**src/rtl/load_unit.sv**
```systemverilog
// load_unit: issues one word-aligned memory read per load and formats the
// returned word into a sign- or zero-extended byte, halfword or word result.
// If no response arrives within TIMEOUT cycles, the load ends with an error
// pulse and the previous result is kept.
module load_unit #(
    parameter int unsigned TIMEOUT = 255
) (
    input  logic        clk,
    input  logic        rst,
    input  logic        start,
    input  logic [2:0]  funct3,
    input  logic [31:0] addr,
    output logic        mem_req_valid,
    input  logic        mem_req_ready,
    output logic [31:0] mem_req_addr,
    input  logic        mem_resp_valid,
    input  logic [31:0] mem_resp_data,
    output logic        busy,
    output logic        done,
    output logic        err,
    output logic [31:0] i2_r_data
);

    typedef enum logic [2:0] {
        S_IDLE,
        S_REQ,
        S_WAIT,
        S_DONE,
        S_ERR
    } state_t;

    localparam logic [15:0] TMO_LIMIT = 16'(TIMEOUT);

    state_t      state;
    logic [31:0] addr_q;
    logic [2:0]  funct3_q;
    logic [15:0] tmo_cnt;
    logic        illegal;
    logic        tmo_hit;
    logic [7:0]  byte_lane;
    logic [15:0] half_lane;
    logic [31:0] fmt_data;

    assign mem_req_addr = {addr_q[31:2], 2'b00};
    assign tmo_hit      = (TIMEOUT != 0) && (tmo_cnt == TMO_LIMIT);

    // Classify the incoming request: unknown funct3 or misaligned access
    always_comb begin
        illegal = 1'b0;
        case (funct3)
            3'b000, 3'b100: illegal = 1'b0;
            3'b001, 3'b101: illegal = addr[0];
            3'b010:         illegal = (addr[1:0] != 2'b00);
            default:        illegal = 1'b1;
        endcase
    end

    // Select the addressed lane of the read word and extend it
    always_comb begin
        byte_lane = '0;
        case (addr_q[1:0])
            2'd0: byte_lane = mem_resp_data[7:0];
            2'd1: byte_lane = mem_resp_data[15:8];
            2'd2: byte_lane = mem_resp_data[23:16];
            2'd3: byte_lane = mem_resp_data[31:24];
            default: byte_lane = '0;
        endcase
        half_lane = addr_q[1] ? mem_resp_data[31:16] : mem_resp_data[15:0];
        case (funct3_q)
            3'b000:  fmt_data = {{24{byte_lane[7]}}, byte_lane};
            3'b100:  fmt_data = {24'd0, byte_lane};
            3'b001:  fmt_data = {{16{half_lane[15]}}, half_lane};
            3'b101:  fmt_data = {16'd0, half_lane};
            default: fmt_data = mem_resp_data;
        endcase
    end

    // Load FSM; outputs are registered alongside the state they belong to
    always_ff @(posedge clk or posedge rst) begin
        if (rst) begin
            state         <= S_IDLE;
            addr_q        <= '0;
            funct3_q      <= '0;
            tmo_cnt       <= '0;
            i2_r_data     <= '0;
            mem_req_valid <= 1'b0;
            busy          <= 1'b0;
            done          <= 1'b0;
            err           <= 1'b0;
        end else begin
            done <= 1'b0;
            err  <= 1'b0;
            case (state)
                S_IDLE: begin
                    if (start) begin
                        addr_q   <= addr;
                        funct3_q <= funct3;
                        tmo_cnt  <= '0;
                        busy     <= 1'b1;
                        if (illegal) begin
                            state <= S_ERR;
                            done  <= 1'b1;
                            err   <= 1'b1;
                        end else begin
                            state         <= S_REQ;
                            mem_req_valid <= 1'b1;
                        end
                    end
                end
                S_REQ: begin
                    // handshake takes priority over a coincident timeout
                    if (mem_req_ready) begin
                        state         <= S_WAIT;
                        mem_req_valid <= 1'b0;
                        tmo_cnt       <= tmo_cnt + 16'd1;
                    end else if (tmo_hit) begin
                        state         <= S_ERR;
                        mem_req_valid <= 1'b0;
                        done          <= 1'b1;
                        err           <= 1'b1;
                    end else begin
                        tmo_cnt <= tmo_cnt + 16'd1;
                    end
                end
                S_WAIT: begin
                    if (mem_resp_valid) begin
                        state     <= S_DONE;
                        i2_r_data <= fmt_data;
                        done      <= 1'b1;
                    end else if (tmo_hit) begin
                        state <= S_ERR;
                        done  <= 1'b1;
                        err   <= 1'b1;
                    end else begin
                        tmo_cnt <= tmo_cnt + 16'd1;
                    end
                end
                S_DONE, S_ERR: begin
                    state <= S_IDLE;
                    busy  <= 1'b0;
                end
                default: begin
                    state         <= S_IDLE;
                    busy          <= 1'b0;
                    mem_req_valid <= 1'b0;
                end
            endcase
        end
    end

endmodule

```
**config.mk**
```make
export PLATFORM = sky130hd
export DESIGN_NAME = load_unit
export DESIGN_NICKNAME = d
export VERILOG_FILES = /design/src/rtl/load_unit.sv
export SDC_FILE = /design/constraint.sdc
export NUM_CORES = 1
export LEC_CHECK = 0
export CORE_ASPECT_RATIO = 2
export CORE_MARGIN = 3
export CORE_UTILIZATION = 43
export CTS_BUF_LIST = sky130_fd_sc_hd__clkbuf_8 sky130_fd_sc_hd__clkbuf_16
export DETAILED_ROUTE_END_ITERATION = 12
export HOLD_SLACK_MARGIN = 0.06
export PLACE_DENSITY = 0.88
export SLEW_MARGIN = 0
export SYNTH_ARGS = -nofsm -noshare
export SYNTH_HDL_FRONTEND = slang
export SYNTH_SLANG_ARGS = --single-unit
export TNS_END_PERCENT = 5
```
**constraint.sdc**
```tcl
create_clock -name clk -period 2.71 [get_ports clk]
set_input_delay 0.542 -clock clk [delete_from_list [all_inputs] [get_ports clk]]
set_output_delay 0.542 -clock clk [all_outputs]
set_load 0.01 [all_outputs]
```
==> impl_metrics.csv <==
group,metric,value,unit
pwr,ir_worst_vdd,0.461,mV
setup_path,crit_fanout,28,
pwr,intPower,0.00419,W
clock_network,cts_max_path_buffers,2,
floorplan,die_h,152,um
place,dp_cells,748,
sta,finalCritPeriodShare,0.855,
logic_synthesis,syn_inst,523,
layout,area_delta_synth_final,35.0,%
layout,n_antenna_cell,0,
status,status,"finished clean",
setup_path,cp.arrival,2600,ps
setup_path,end_kind,"flop",
routing,drtIter0Drc,272,
sta,tns,0,ps
routing,firstDrtPassIters,7,
global_routing,grt_pass1_wl,22.2,mm
pwr,power_frac_seq,0.343,
sta,slew_headroom,0.488,
floorplan,ioPinCount,140,
run,maxCapViolCount,0,
routing,detail-route-antenna-nets,0,
logic_synthesis,async_flop_share,1.00,
routing,routedWlPerCell,18.5,um
routing,wl,14.1,mm
setup_path,crit_top_cell,"nand2_1",
global_routing,antenna_found_initial,0,
floorplan,die_area,12000,sq um
setup_path,startpoint_type,"flop",
clock_network,cts_max_level,3,
logic_synthesis,synth_edf_count,0,
pwr,power.density,1090,nW/um^2
clock_network,cts_tree,"built",
sta,tightest_slew,768,ps
logic_synthesis,postSynthAreaPerCell,8.78,sq um
setup_path,max_stage_delay,600,ps
pwr,switching_share,0.383,
setup_path,crit_chain,"or3b_1, o32a_1, nor2_4, buf_4, nand2_1, nand2_1",
place,hpwl,10.6,mm
floorplan,floorplan.initialDensity,0.447,
routing,routed_via_density,5.63,
worst_hold_path,hp-class,"reg2reg",
clock_network,clock_latency,340,ps
logic_synthesis,synth_cell_type_count,58,
setup_path,required,2990,ps
sta,skew,7.20,ps
layout,final_cells,764,
floorplan,num_rows,52,
logic_synthesis,synth-seq-cells,90,
logic_synthesis,synth_top_flop_cell,"dfrtp_1",
place,portBuffers,137,
sta,hold_viol_final,0,
setup_path,path_class,"reg2reg",
sta,grt_setup_unrepaired,"no",
routing,vias,4304,
floorplan,die_x,79.1,um
layout,final_common_cell,"nand2_1",
clock_network,numCtsBuffers,9,
global_routing,grt_overflow_total,0,
floorplan,core,10300,sq um
pwr,power_leakage,2.75,nW
layout,drive_gt1_frac,0.0827,
pwr,pwr-share-clk,0.190,
logic_synthesis,synthesis.area,4590,sq um
routing,drc,0,
global_routing,grt_start_max_net_pins,91,
clock_network,cts_setup_buffers,0,
sta,finalCriticalPeriod,2320,ps
sta,max_freq,0.431,GHz
layout,fin_nets,697,
setup_path,cpMaxStageDelayCell,"dfrtp_1",
global_routing,grt_pass1_vias,4385,
place,gp_congestion,0.931,
logic_synthesis,yosys_warnings,0,
layout,layout_common_cells,"nand2_1, clkdlybuf4s50_1, dfrtp_1, nand3_1, o21ai_0",
logic_synthesis,ys_seq_area_frac,0.490,
sta,final_max_slew_viol_count,0,
pwr,combPwrFrac,0.467,
clock_network,cts_sinks,90,
clock_network,cts_resized,0,
clock_network,cts.reportedPaths.clkPinSlew,60,ps
sta,report.final.setup_viol,0,
global_routing,grt_use_total,0.238,
clock_network,cts_root_buf,"clkbuf_16",
clock_network,postCtsHoldBufs,0,
pwr,p_switching,0.00260,W
Yosys cell counts, drive strengths merged, types with 3 or more instances:
| library cell | instances | area (sq um) |
|---|---|---|
| a21oi | 14 | 77.6 |
| a2bb2oi | 6 | 52.6 |
| a31oi | 13 | 96.3 |
| and2 | 3 | 18.8 |
| buf | 44 | 298 |
| clkbuf | 16 | 60.1 |
| dfrtp | 90 | 2250 |
| inv | 9 | 33.8 |
| mux2i | 7 | 70.1 |
| nand2 | 159 | 597 |
| nand2b | 3 | 18.8 |
| nand3 | 38 | 190 |
| nand4 | 5 | 31.3 |
| nor2 | 23 | 88.8 |
| nor3 | 8 | 40.0 |
| nor4 | 3 | 18.8 |
| o21ai | 34 | 181 |
| o221a | 7 | 78.8 |
| o22ai | 3 | 18.8 |
| o31ai | 3 | 36.3 |
| or4 | 4 | 41.3 |
cells by family after synthesis:
kind of cell    synth area share
buf+inv                   0.0852
compound gates             0.145
other cells             0.000816
xor+xnor                 0.00381
fa+ha+maj                0.00272
mux                       0.0251
simple gates               0.247
flops                      0.490
per-layer routing:
layer	global-route usage	up-vias	routed length [um]
li1	-	1970	-
met1	0.225	2030	4660
met2	0.425	242	7490
met3	0.0580	62	987
met4	0.175	0	979
met5	0	-	0
critical path, delay by kind of cell (launching register included):
family                 cells  cell delay (ps)
DFF                        1              600
and+or+nand+nor            4              930
AOI/OAI and AO/OA          1              390
buffers and inverters      1              330
through the flow:
stage | power (W) | area, sq um | util | hold WS [ps] | worst slack, ps
after global routing | 0.00721 | 6200 | 0.603 | 500 | 235
after detailed placement | 0.00552 | 5890 | 0.573 | 468 | 221
final | 0.00678 | 6200 | 0.603 | 477 | 392
after CTS | 0.00683 | 6200 | 0.603 | 483 | 412
after floorplan | 0.00424 | 4600 | - | 447 | 743
after global placement | 0.00537 | 5890 | 0.573 | 460 | 286
power groups by stage:
stage | clock network, W | logic [W] | registers, W
finish | 0.00129 | 0.00317 | 0.00233
CTS | 0.00132 | 0.00319 | 0.00232
floorplan | 0 | 0.00197 | 0.00227
detailed placement | 0 | 0.00318 | 0.00234
global route | 0.00137 | 0.00344 | 0.00240
global placement | 0 | 0.00306 | 0.00231
flip-flops by register name (all words and copies together), names as in the netlist:
name and cells:
i2_r_data 32, tmo_cnt 16, addr_q 32, done 1, mem_req_valid 1, state 3
busy 1, funct3_q 3, err 1
worst paths after layout:
path,from,endpoint,slack [ps],cells after the start
worst min register to register,addr_q[23],addr_q[23],480,2
max in group asynchronous,rst,i2_r_data[5],1630,3
worst max register to register,state[1],addr_q[17],390,6
min in group asynchronous,rst,mem_req_valid,680,3
worst min-delay path,addr_q[23],addr_q[23],480,2
worst max-delay path,state[1],addr_q[17],390,6
layout make-up:
cell class,instances,area [sq um]
Multi-Input combinational cell,365,1960
Fill cell,831,4080
Clock buffer,10,239
Tap cell,135,169
Timing Repair Buffer,149,1470
Sequential cell,90,2250
Clock inverter,6,70.1
Inverter,9,37.5
No activity file was read; power rests on OpenSTA's default activity.
